[src/rtl/phase_lock_seq.sv]
// Lock sequencer around phase_adjust_fsm: arms the FSM, gates averaging while the delay line
// settles, retries on timeout and walks phase_code_out to the locked code. Option: PHASE_LOCK_SEQ_STEP_EN.
module phase_lock_seq #(
  parameter int unsigned SETTLE_CYC  = 8,
  parameter int unsigned TIMEOUT_CYC = 4096,
  parameter int unsigned DROP_CYC    = 16,
  parameter int unsigned MAX_RETRY   = 3,
  parameter int unsigned STEP_CYC    = 4
) (
  input  logic       sys_clk,
  input  logic       rst_n,
  input  logic       cal_req,
  input  logic       phase_locked,
  input  logic [3:0] phase_sel_code,
  output logic       start_phase_lock,
  output logic       enable,
  output logic [3:0] phase_code_out,
  output logic       cal_done,
  output logic       cal_err,
  output logic [1:0] retry_cnt
);

  localparam int unsigned SW = $clog2(SETTLE_CYC + 1);
  localparam int unsigned TW = $clog2(TIMEOUT_CYC + 1);
  localparam int unsigned DW = $clog2(DROP_CYC + 1);

  if (SETTLE_CYC < 1 || DROP_CYC < 1 || STEP_CYC < 1 || MAX_RETRY > 3 ||
      TIMEOUT_CYC <= DROP_CYC) begin : g_bad_cfg
    $error("phase_lock_seq: invalid parameter set");
  end

  typedef enum logic [2:0] {
    S_IDLE, S_ARM, S_WAIT_LOCK, S_DROP, S_APPLY, S_DONE, S_ERR
  } state_t;

  state_t          state_q, state_d;
  logic [SW-1:0]   settle_q, settle_d;
  logic [TW-1:0]   tout_q, tout_d;
  logic [DW-1:0]   drop_q, drop_d;
  logic [3:0]      target_q, target_d;
  logic [3:0]      sel_q;
  logic [3:0]      code_d;
  logic [1:0]      retry_d;
  logic            start_d, enable_d, done_d, err_d;
`ifdef PHASE_LOCK_SEQ_STEP_EN
  localparam int unsigned PW = $clog2(STEP_CYC + 1);
  logic [PW-1:0]   step_q, step_d;
  logic [3:0]      dist;
`endif

  always_ff @(posedge sys_clk or negedge rst_n) begin
    if (!rst_n) begin
      state_q          <= S_IDLE;
      settle_q         <= '0;
      tout_q           <= '0;
      drop_q           <= '0;
      target_q         <= '0;
      sel_q            <= '0;
      start_phase_lock <= 1'b0;
      enable           <= 1'b0;
      phase_code_out   <= '0;
      cal_done         <= 1'b0;
      cal_err          <= 1'b0;
      retry_cnt        <= '0;
`ifdef PHASE_LOCK_SEQ_STEP_EN
      step_q           <= '0;
`endif
    end else begin
      state_q          <= state_d;
      settle_q         <= settle_d;
      tout_q           <= tout_d;
      drop_q           <= drop_d;
      target_q         <= target_d;
      sel_q            <= phase_sel_code;
      start_phase_lock <= start_d;
      enable           <= enable_d;
      phase_code_out   <= code_d;
      cal_done         <= done_d;
      cal_err          <= err_d;
      retry_cnt        <= retry_d;
`ifdef PHASE_LOCK_SEQ_STEP_EN
      step_q           <= step_d;
`endif
    end
  end

  always_comb begin
    state_d  = state_q;
    settle_d = settle_q;
    tout_d   = tout_q;
    drop_d   = drop_q;
    target_d = target_q;
    code_d   = phase_code_out;
    retry_d  = retry_cnt;
`ifdef PHASE_LOCK_SEQ_STEP_EN
    step_d   = step_q;
    dist     = target_q - phase_code_out;
`endif

    unique case (state_q)
      S_IDLE: begin
        retry_d = '0;
        if (cal_req) state_d = S_ARM;
      end
      S_ARM: begin
        settle_d = SW'(SETTLE_CYC);
        tout_d   = '0;
        state_d  = S_WAIT_LOCK;
      end
      S_WAIT_LOCK: begin
        tout_d = tout_q + TW'(1);
        if (phase_sel_code != sel_q)  settle_d = SW'(SETTLE_CYC);
        else if (settle_q != '0)      settle_d = settle_q - SW'(1);
        // Lock is checked first so a lock on the last timeout cycle is still taken.
        if (phase_locked && tout_q >= TW'(DROP_CYC)) begin
          target_d = phase_sel_code;
          state_d  = S_APPLY;
`ifdef PHASE_LOCK_SEQ_STEP_EN
          step_d   = '0;
`endif
        end else if (tout_q == TW'(TIMEOUT_CYC - 1)) begin
          if (retry_cnt < 2'(MAX_RETRY)) begin
            retry_d = retry_cnt + 2'd1;
            drop_d  = '0;
            state_d = S_DROP;
          end else begin
            state_d = S_ERR;
          end
        end
      end
      S_DROP: begin
        if (drop_q == DW'(DROP_CYC - 1)) state_d = S_ARM;
        else                             drop_d  = drop_q + DW'(1);
      end
      S_APPLY: begin
        if (phase_code_out == target_q) begin
          state_d = S_DONE;
        end else begin
`ifdef PHASE_LOCK_SEQ_STEP_EN
          // Shortest modulo-16 direction; a distance of exactly 8 steps up.
          if (step_q == PW'(STEP_CYC - 1)) begin
            step_d = '0;
            code_d = (dist <= 4'd8) ? phase_code_out + 4'd1 : phase_code_out - 4'd1;
          end else begin
            step_d = step_q + PW'(1);
          end
`else
          code_d = target_q;
`endif
        end
      end
      S_DONE, S_ERR: ;
      default: state_d = S_IDLE;
    endcase

    // Abort leaves phase_code_out untouched so the delay line never glitches.
    if (!cal_req) begin
      state_d  = S_IDLE;
      settle_d = '0;
      tout_d   = '0;
      drop_d   = '0;
      retry_d  = '0;
      code_d   = phase_code_out;
`ifdef PHASE_LOCK_SEQ_STEP_EN
      step_d   = '0;
`endif
    end

    start_d  = (state_d == S_ARM) || (state_d == S_WAIT_LOCK) ||
               (state_d == S_APPLY) || (state_d == S_DONE);
    enable_d = (state_d == S_WAIT_LOCK) && (settle_d == '0);
    done_d   = (state_d == S_DONE);
    err_d    = (state_d == S_ERR);
  end

endmodule
[config.mk]
export PLATFORM = sky130hd
export DESIGN_NAME = phase_lock_seq
export DESIGN_NICKNAME = d
export VERILOG_FILES = /design/src/rtl/phase_lock_seq.sv
export SDC_FILE = /design/constraint.sdc
export NUM_CORES = 1
export LEC_CHECK = 0
export BUFFER_PORTS_ARGS = -buffer_cell sky130_fd_sc_hd__buf_2
export CAP_MARGIN = 20
export CORE_ASPECT_RATIO = 1.2
export CORE_UTILIZATION = 29
export DETAILED_ROUTE_END_ITERATION = 16
export MAX_ROUTING_LAYER = met4
export PLACE_DENSITY = 0.55
export SETUP_SLACK_MARGIN = 0.1
export SYNTH_ARGS = -nofsm -noshare
export SYNTH_HDL_FRONTEND = slang
export SYNTH_SLANG_ARGS = --single-unit
[constraint.sdc]
create_clock -name sys_clk -period 4.4 [get_ports sys_clk]
set_input_delay 1.1 -clock sys_clk [delete_from_list [all_inputs] [get_ports sys_clk]]
set_output_delay 1.1 -clock sys_clk [all_outputs]
set_load 0.02 [all_outputs]
After elaboration in Yosys (flattened, before gate mapping)
Cells that the tools add are included.

$add $sub $neg: 4. Multiply operators: 0. Divide/modulo/power cells: 0. $lt $le $gt $ge: 2. Equal/unequal tests: 22. Shift-type cells: 0. Muxes and demuxes: 24. Bitwise logic cells: 1. Reduce and logical (&&, ||, !) cells: 13.

Operator list (count): one-hot mux 13 bit (2 select lines) (1); two-way mux 5 bit (5); == test 3 bit (second input constant) (6); two-way mux 3 bit (6); one-hot mux 3 bit (6 select lines) (1); adder 13 x 1 -> 13 bit (second input constant) (1); == test 13 x 12 -> 1 bit (second input constant) (1); >= comparator 13 x 5 -> 1 bit (second input constant) (1); two-way mux 13 bit (1); two-way mux 4 bit (3); inequality test 3 bit (second input constant) (4); one-hot mux 5 bit (2 select lines) (1); == test 3 x 2 -> 1 bit (second input constant) (3); inequality test 3 x 1 -> 1 bit (second input constant) (3); two-way mux 2 bit (4); one-hot mux 4 bit (2 select lines) (1); == test 3 x 1 -> 1 bit (second input constant) (2); adder 5 x 1 -> 5 bit (second input constant) (1); == test 5 x 4 -> 1 bit (second input constant) (1); AND reduction 5 bit (1); == test 4 bit (1); logical NOT 4 bit (1); inequality test 4 bit (1); one-hot mux 2 bit (2 select lines) (1); other kinds (12) (15).

Flip-flop bits (word level): 43. Latch bits: 0. RAM bits: 0. Bits in read-only memories: 0. Input port bits: 8. Output and inout port bits: 10. Logic and storage cells: 78. Memories kept: 0.

Depth between registers and ports, before layout
Gate-level depths: netlist of the first run.

Depth in word-level cells: 10. Gate-level depth with buffers: 8. Mapped depth without buffers: 8.

Worst setup path after synthesis of the first run
No wires, ideal clock.

Path kind: in2reg. Start: input phase_sel_code[2]. End: register enable. Setup time: 96 ps. Arrival: 2323 ps. Required time: 4304 ps. Slack: 1981 ps. Stages on the path: 5. Buffers on the path: 0. Path through: xor2_1 > nor4_1 > and3_1 > o22ai_1 > nor4_2.

Longest elaborated chain between the ends: 6.

Ends and longest elaborated chain: start, declared (RTL line 14) `input logic [3:0] phase_sel_code,`; inequality test 4 bit (RTL line 112) `if (phase_sel_code != sel_q) settle_d = SW'(SETTLE_CYC);`; two-way mux 4 bit (RTL line 112); one-hot mux 4 bit (2 select lines) (RTL line 100) `unique case (state_q)`; two-way mux 4 bit (RTL line 157) `if (!cal_req) begin`; logical NOT 4 bit (RTL line 171) `enable_d = (state_d == S_WAIT_LOCK) && (settle_d == '0);`; logical AND 1 bit (RTL line 171); via enable_d (RTL line 44) `logic start_d, enable_d, done_d, err_d;`; end signal, assigned (RTL line 76) `enable <= enable_d;`; end, declared (RTL line 16) `output logic enable,`.

The timed path passes the listed nets, and every way through them passes these cells. A chain may end at the register's enable or synchronous reset.

Final worst setup path of the first run
Same ends and word-level chain as after synthesis.

==> qor.yml, run 1 <==
outcome:
  run_status: "finished clean"
floorplan:
  floorplan.initialDensity_pct: 30.6
  floorplan.rows: 34
  io_pins: 18
  die_area_mm2: 0.00817
  fp.dieW_um: 82.7
  placeable_area_mm2: 0.00740
  die-height_um: 98.8
grt:
  grt.overflow.total: 0
  grt_antenna_before_repair: 0
  grt_use_total_pct: 13.4
  grt_pass1_wl_um: 8070
  number_of_global_route_vias_before_repair: 1681
  grt_max_degree: 44
worst_setup_path:
  r2r.worst_path.cells: 6
  endpoint_kind: "register"
  crit_chain: "buf_2 -> xor2_1 -> nor4_1 -> and3_1 -> o22ai_1 -> nor4_2"
  timing.critical_path.required_ns: 4.61
  critical_path.max_stage_delay_ns: 0.77
  criticalPathCategory: "in2reg"
  critPathMaxFanout: 7
  timing.critical_path.from: "phase_sel_code[2]"
  slowest_stage: "sky130_fd_sc_hd__nor4_1"
  reg2reg_to: "cal_done"
  worst_r2r_src: "tout_q[0]"
  arrival_worst_endpoint_ns: 2.64
  worst-r2r-setup-slack_ns: 2.04
  critical_path.startpoint_type: "input pin"
sta:
  tns_ns: 0
  setup_viol: 0
  finalHoldViolCount: 0
  number_of_pins_exceeding_their_max_slew_limit_in_the_final_report: 0
  worst_pin_slew_ns: 0.956
  min_period_ns: 2.43
  fmax_mhz: 411
  maxSlewHeadroom_pct: 36.3
  grt_setup_unrepaired: "no"
  skew_ns: 0.00725
  part_of_the_cycle_the_worst_path_needs_pct: 55.3
detailed_routing:
  number_of_drc_markers_in_iteration_0: 72
  ant_nets: 0
  vias: 1761
  wl_um: 4710
  routed_wire_per_std_cell_um: 13.8
  firstDrtPassIters: 4
  route.detailed.drc: 0
  post_drt_via_cell_ratio: 5.15
clock_tree:
  cts.path.max_buffers: 2
  clock_sinks: 43
  numCtsBuffers: 5
  cts_hold_repair.buffers: 0
  clk-insertion-delay-late_ns: 0.30
  cts_htree_levels: 2
  cts_tree: "done"
  cts.root.buffer_cell: "sky130_fd_sc_hd__clkbuf_8"
  clk_pin_slew_worst_paths_ns: 0.08
  cts.repair.resized: 0
  post-cts-setup-buffers: 0
logic_synthesis:
  count_of_flip_flops_with_a_built_in_enable_after_synthesis: 0
  yosys-top-cells-area: "sky130_fd_sc_hd__dfrtp_1, sky130_fd_sc_hd__o21ai_0, sky130_fd_sc_hd__mux2_2"
  ys_flop_type: "sky130_fd_sc_hd__dfrtp_1"
  distinct_cells_synth: 44
  async_flop_share_pct: 100
  synth_largest_type_area_fraction_pct: 47.5
  synthesis.area_per_instance_um2: 9.60
  ys_seq_area_share_pct: 47.5
  synth-seq-cells: 43
  syn_area_mm2: 0.00227
  synthCells: 236
  warnings_from_yosys: 0
  post-synth-top-area-cell: "sky130_fd_sc_hd__dfrtp_1"
  postSynthNetCount: 250
finish:
  final_util_pct: 34.0
  layout_cells_sized_above_1_pct: 17.1
  finalInstanceArea_mm2: 0.00252
  register_area_mm2: 0.00108
  fillerInstances: 782
  syn_to_final_growth_pct: 11.1
  antenna_cells: 0
  multi_input_area_mm2: 0.00111
  finalNetCount: 265
placement:
  place_area_mm2: 0.00243
  place.port_buffers: 17
  dp_hpwl_um: 3320
  routabilityCongestion: 0.749
power:
  power_report.internal_total_uw: 542
  switching_power_as_a_share_of_total_power_pct: 27.9
  switching_power_uw: 210
  power.share.clock_pct: 33.8
  pwr-share-comb_pct: 10.9
  power_per_cell_area_mw_per_mm2: 299
  reported_leakage_power_uw: 0.00111
  fin_total_pwr_uw: 753
  power.ir.vdd_worst_mv: 0.146
  seq_power_share_pct: 55.3
min_path:
  hold_path_end: "drop_q[0]"
  min_from: "drop_q[0]"
  hp-class: "reg2reg"
  hold_path_depth: 1
flow_run:
  max_cap_violations: 0
==> cell usage after synthesis (2+ instances only) <==
master / number
sky130_fd_sc_hd__a221oi_2: 2
sky130_fd_sc_hd__nand3_1: 7
sky130_fd_sc_hd__nand4_1: 8
sky130_fd_sc_hd__nor4bb_1: 2
sky130_fd_sc_hd__mux2_2: 8
sky130_fd_sc_hd__nor3_1: 6
sky130_fd_sc_hd__a311oi_1: 3
sky130_fd_sc_hd__ha_1: 6
sky130_fd_sc_hd__nor4_1: 2
sky130_fd_sc_hd__o31ai_1: 3
sky130_fd_sc_hd__o21ai_0: 28
sky130_fd_sc_hd__inv_1: 12
sky130_fd_sc_hd__xor2_1: 5
sky130_fd_sc_hd__and3_1: 3
sky130_fd_sc_hd__or2_2: 2
sky130_fd_sc_hd__a21oi_1: 8
sky130_fd_sc_hd__a31oi_1: 7
sky130_fd_sc_hd__or3_1: 2
sky130_fd_sc_hd__clkbuf_1: 9
sky130_fd_sc_hd__nand2_1: 23
sky130_fd_sc_hd__xnor2_1: 6
sky130_fd_sc_hd__nor2b_1: 3
sky130_fd_sc_hd__nand2b_1: 2
sky130_fd_sc_hd__nor2_1: 17
sky130_fd_sc_hd__dfrtp_1: 43
==> layout by cell type, fill, tap and decap left out, types with 2 or more instances in the layout <==
master and n:
sky130_fd_sc_hd__inv_1 12, sky130_fd_sc_hd__a221oi_2 2, sky130_fd_sc_hd__a31oi_1 7, sky130_fd_sc_hd__dfrtp_1 43
sky130_fd_sc_hd__or3_1 2, sky130_fd_sc_hd__o21ai_0 28, sky130_fd_sc_hd__nand2_1 23, sky130_fd_sc_hd__nor2b_1 3
sky130_fd_sc_hd__xor2_1 5, sky130_fd_sc_hd__mux2_2 8, sky130_fd_sc_hd__buf_2 17, sky130_fd_sc_hd__clkbuf_8 5
sky130_fd_sc_hd__nor4_1 2, sky130_fd_sc_hd__nor2_1 17, sky130_fd_sc_hd__o31ai_1 3, sky130_fd_sc_hd__a21oi_1 8
sky130_fd_sc_hd__xnor2_1 6, sky130_fd_sc_hd__nor4bb_1 2, sky130_fd_sc_hd__nand4_1 8, sky130_fd_sc_hd__a311oi_1 3
sky130_fd_sc_hd__ha_1 6, sky130_fd_sc_hd__nand3_1 7, sky130_fd_sc_hd__and3_1 3, sky130_fd_sc_hd__nor3_1 6
sky130_fd_sc_hd__or2_2 2, sky130_fd_sc_hd__nand2b_1 2
==> worst max-delay path by stage <==
stage / slack [ns] / to
CTS: 1.95 / enable
finish: 1.97 / enable
global route: 1.78 / enable
floorplan: 1.98 / enable
detailed placement: 1.64 / enable
global placement: 1.69 / enable
==> logic make-up after synthesis <==
family	synth area share, %
and+or+nand+nor	19.3
AOI/OAI and AO/OA	17.6
DFF	47.5
buffers and inverters	3.70
xor gates and xnor gates	4.25
muxes	4.42
adders and majority gates	3.31
==> worst max-delay path: cells and delay by family <==
family          cells  cell delay [ns]
compound gates      1             0.09
xor+xnor            1             0.13
buf+inv             1             0.12
simple gates        3             1.20
==> registers in the layout (all words and copies together), names as in the netlist <==
signal,cells
cal_err,1
state_q,3
retry_cnt,2
sel_q,4
enable,1
cal_done,1
settle_q,4
phase_code_out,4
start_phase_lock,1
drop_q,5
tout_q,13
target_q,4
==> power groups by stage <==
stage               Combinational [uW]  Clock (uW)  Sequential (uW)
CTS                               84.0         267              416
finish                            81.8         254              416
floorplan                         58.3           0              421
global route                      93.7         280              418
global placement                  82.8           0              424
detailed placement                83.7           0              424
==> final cells by class <==
| class | instances | area share, % |
|---|---|---|
| Multi-Input combinational cell | 171 | 43.9 |
| Tap cell | 90 | 4.47 |
| Clock buffer | 6 | 2.88 |
| Inverter | 12 | 1.79 |
| Sequential cell | 43 | 42.7 |
| Clock inverter | 2 | 0.497 |
| Timing Repair Buffer | 18 | 3.68 |
==> layer usage <==
layer  up-vias  wire [um]  track usage (%)
li1        885          -                -
met1       848       2270             16.4
met2        21       2250             20.9
met3         7         97             2.78
met4         0        100             5.97
met5         -          0                -
==> stage by stage <==
stage               setup WS (ns)  std cells  hold slack [ns]
floorplan                    1.98        236            0.461
global placement             1.69        334            0.502
detailed placement           1.64        334            0.504
CTS                          1.95        342            0.518
global route                 1.78        342            0.540
finish                       1.97        342            0.513
Note: power is estimated with default switching activity, not from simulation.
==> run 2, diff against run 1 <==
--- a/config.mk
+++ b/config.mk
@@ -11,7 +11,7 @@
 export CORE_UTILIZATION = 29
 export DETAILED_ROUTE_END_ITERATION = 16
 export MAX_ROUTING_LAYER = met4
-export PLACE_DENSITY = 0.55
+export PLACE_DENSITY = 0.56
 export SETUP_SLACK_MARGIN = 0.1
 export SYNTH_ARGS = -nofsm -noshare
 export SYNTH_HDL_FRONTEND = slang
==> constraint.sdc (replaced) <==
create_clock -name sys_clk -period 2.02 [get_ports sys_clk]
set_input_delay 0.505 -clock sys_clk [delete_from_list [all_inputs] [get_ports sys_clk]]
set_output_delay 0.505 -clock sys_clk [all_outputs]
set_load 0.02 [all_outputs]
==> run 2 against run 1 <==
Net effect:
- the run now ends with setup timing left
- die area unchanged
- wire length rose by 6.2%
- critical endpoint is now start_phase_lock
- worst setup slack worse by 2.0 ns
- sequential share of layout area is 5.8 points lower
- clock skew down 0.0017 ns
- critical path type is now reg2reg
- sequential cell count stayed put
- power is 130% higher
- utilization up 5.4 points
- non-clock buffer count increased by 30
- register-to-register slack lost 2.1 ns
==> qor.yml, run 2 (synthesized netlist as in run 1, its figures left out) <==
worst_setup_path:
  worst-r2r-setup-slack_ns: -0.07  # -2.11 ns
  critPathMaxFanout: 3  # -4
  critical_path.startpoint_type: "register"
  endpoint_kind: "register"
  criticalPathCategory: "reg2reg"
  arrival_worst_endpoint_ns: 2.31  # -0.33 ns
  reg2reg_to: "start_phase_lock"
  timing.critical_path.required_ns: 2.25  # -2.36 ns
  r2r.worst_path.cells: 6  # unchanged
  worst_r2r_src: "tout_q[9]"
detailed_routing:
  vias: 1832  # +4.0%
  post_drt_via_cell_ratio: 4.92  # -4.4%
  number_of_drc_markers_in_iteration_0: 67  # -6.9%
  route.detailed.drc: 0  # unchanged
  ant_nets: 0  # unchanged
  wl_um: 5010  # +6.2%
  firstDrtPassIters: 4  # unchanged
  routed_wire_per_std_cell_um: 13.5  # -2.3%
finish:
  finalNonFillerCells: 372  # +8.8%
  finalInstanceArea_mm2: 0.00292  # +16%
  finalNetCount: 295  # +11%
  layout.cells.most_common: "sky130_fd_sc_hd__dfrtp_1"
  largest_register_ffs: 13  # unchanged
  max_flop_register: "tout_q"
  syn_to_final_growth_pct: 28.7
  layout_cells_sized_above_1_pct: 32.3  # +15 points
  antenna_cells: 0  # unchanged
  layout_common_cells: "sky130_fd_sc_hd__dfrtp_1, sky130_fd_sc_hd__buf_4, sky130_fd_sc_hd__o21ai_0"
  layout_top_registers: "tout_q x13, drop_q x5"
power:
  power.ir.vdd_worst_mv: 0.435  # +200%
  reported_leakage_power_uw: 0.00135  # +21%
  power_per_cell_area_mw_per_mm2: 593  # +98%
floorplan:
  floorplan.rows: 34  # unchanged
  fp.dieW_um: 82.7  # unchanged
  die_area_mm2: 0.00817  # unchanged
  die-height_um: 98.8  # unchanged
  floorplan.initialDensity_pct: 30.6  # unchanged
  placeable_area_mm2: 0.00740  # unchanged
  io_pins: 18  # unchanged
placement:
  dp_hpwl_um: 3640  # +9.7%
  preCtsSetupSlack_ns: -0.00595  # -1.64 ns
  place.port_buffers: 17  # unchanged
  place_area_mm2: 0.00265  # +9.0%
  place_inst: 360  # +7.8%
  routabilityCongestion: 0.765  # +2.0%
clock_tree:
  clock_sinks: 43  # unchanged
  numCtsBuffers: 5  # unchanged
  clk_pin_slew_worst_paths_ns: 0.08  # about the same
  cts.root.buffer_cell: "sky130_fd_sc_hd__clkbuf_8"
  cts_htree_levels: 2  # unchanged
  clk-insertion-delay-late_ns: 0.29  # about the same
  cts_hold_repair.buffers: 0  # unchanged
  cts.path.max_buffers: 2  # unchanged
  cts_tree: "done"
sta:
  part_of_the_cycle_the_worst_path_needs_pct: 103
  number_of_pins_exceeding_their_max_slew_limit_in_the_final_report: 0  # unchanged
  fmax_mhz: 479
  skew_ns: 0.00550  # -0.00175 ns
  final.setup.worst_slack_ns: -0.0659  # -2.03 ns
  grt_setup_unrepaired: "yes"
  finalHoldViolCount: 0  # unchanged
  min_period_ns: 2.09
  tns_ns: -0.107  # -0.107 ns
  worst_pin_slew_ns: 0.512  # -0.444 ns
  setup_viol: 2  # +2
  maxSlewHeadroom_pct: 65.9  # +30 points
flow_run:
  max_cap_violations: 0  # unchanged
grt:
  grt_max_degree: 25  # -43%
  grt_antenna_before_repair: 0  # unchanged
  grt_pass1_wl_um: 8390  # +3.9%
  grt_use_total_pct: 13.7  # +0.33 points
  number_of_global_route_vias_before_repair: 1775  # +5.6%
  grt.overflow.total: 0  # unchanged
outcome:
  run_status: "finished, violations left"
  violations_in_the_final_reports: "setup timing"
min_path:
  hp-class: "in2async"
-- run 2: cell count changes in the layout (fill, tap and decap cells not counted), moves of 3 or more --
cell / before / now
sky130_fd_sc_hd__mux2_4: 0 / 4
sky130_fd_sc_hd__nand2_1: 23 / 20
sky130_fd_sc_hd__o21ai_0: 28 / 24
sky130_fd_sc_hd__o21ai_1: 0 / 3
sky130_fd_sc_hd__buf_4: 1 / 28
sky130_fd_sc_hd__mux2_2: 8 / 4
-- run 2: layer usage --
metal  GRT usage (%)  vias up  part of all wire [%]
li1                -      940                     -
met1            17.1      869                    46
met2            22.1       19                    50
met3            3.06        4                   2.7
met4            3.58        0                   1.2
met5               -        -                     0
-- run 2: worst max-delay path, cell delays in order (launching register included) --
cell	delay (ns)
sky130_fd_sc_hd__dfrtp_1	0.39
sky130_fd_sc_hd__or4_4	0.55
sky130_fd_sc_hd__o31a_1	0.37
sky130_fd_sc_hd__a221oi_4	0.35
sky130_fd_sc_hd__o21ai_2	0.11
sky130_fd_sc_hd__buf_4	0.14
sky130_fd_sc_hd__a21oi_2	0.10
-- run 2: stage by stage --
| step | hold slack (ns) | power (uW) | utilization [%] |
|---|---|---|---|
| final | 0.169 | 1730 | 39.4 |
| after global routing | 0.190 | 1820 | 39.4 |
| after CTS | 0.181 | 1740 | 37.4 |
| after detailed placement | 0.506 | 1140 | 35.8 |
| after global placement | 0.486 | 1140 | 35.8 |
| after floorplan | 0.209 | 1040 | - |
-- run 2: final cells by class --
cell class | count | area (um2)
Sequential cell | 43 | 1080
Timing Repair Buffer | 48 | 338
Clock buffer | 7 | 86.3
Fill cell | 761 | 4490
Tap cell | 90 | 113
Inverter | 12 | 45.0
Multi-Input combinational cell | 171 | 1250
Clock inverter | 1 | 8.76
-- run 2: repair_timing --
| item | 4_1_cts | 5_1_grt |
|---|---|---|
| gates resized for setup | 6 | 27 |
| pin swaps | 4 | 12 |
| setup endpoints to repair | 11 | 21 |
| buffers inserted | 0 | 4 |
-- run 2: report_power, final --
part | leakage [uW] | switching [uW] | internal (uW)
Sequential | 0.000585 | 18.5 | 880
Clock | 0.0000484 | 299 | 280
Combinational | 0.000717 | 148 | 102
Total | 0.00135 | 465 | 1260
-- run 2: how the worst max path moves through the flow --
stage / from / end / slack [ns] / cells past startpoint
final: tout_q[9] / start_phase_lock / -0.07 / 6
after global routing: tout_q[9] / enable / -0.16 / 5
after CTS: tout_q[9] / enable / -0.02 / 5
after detailed placement: tout_q[9] / enable / -0.006 / 5
after global placement: tout_q[9] / enable / 0.01 / 5
after floorplan: tout_q[9] / enable / 0.06 / 5
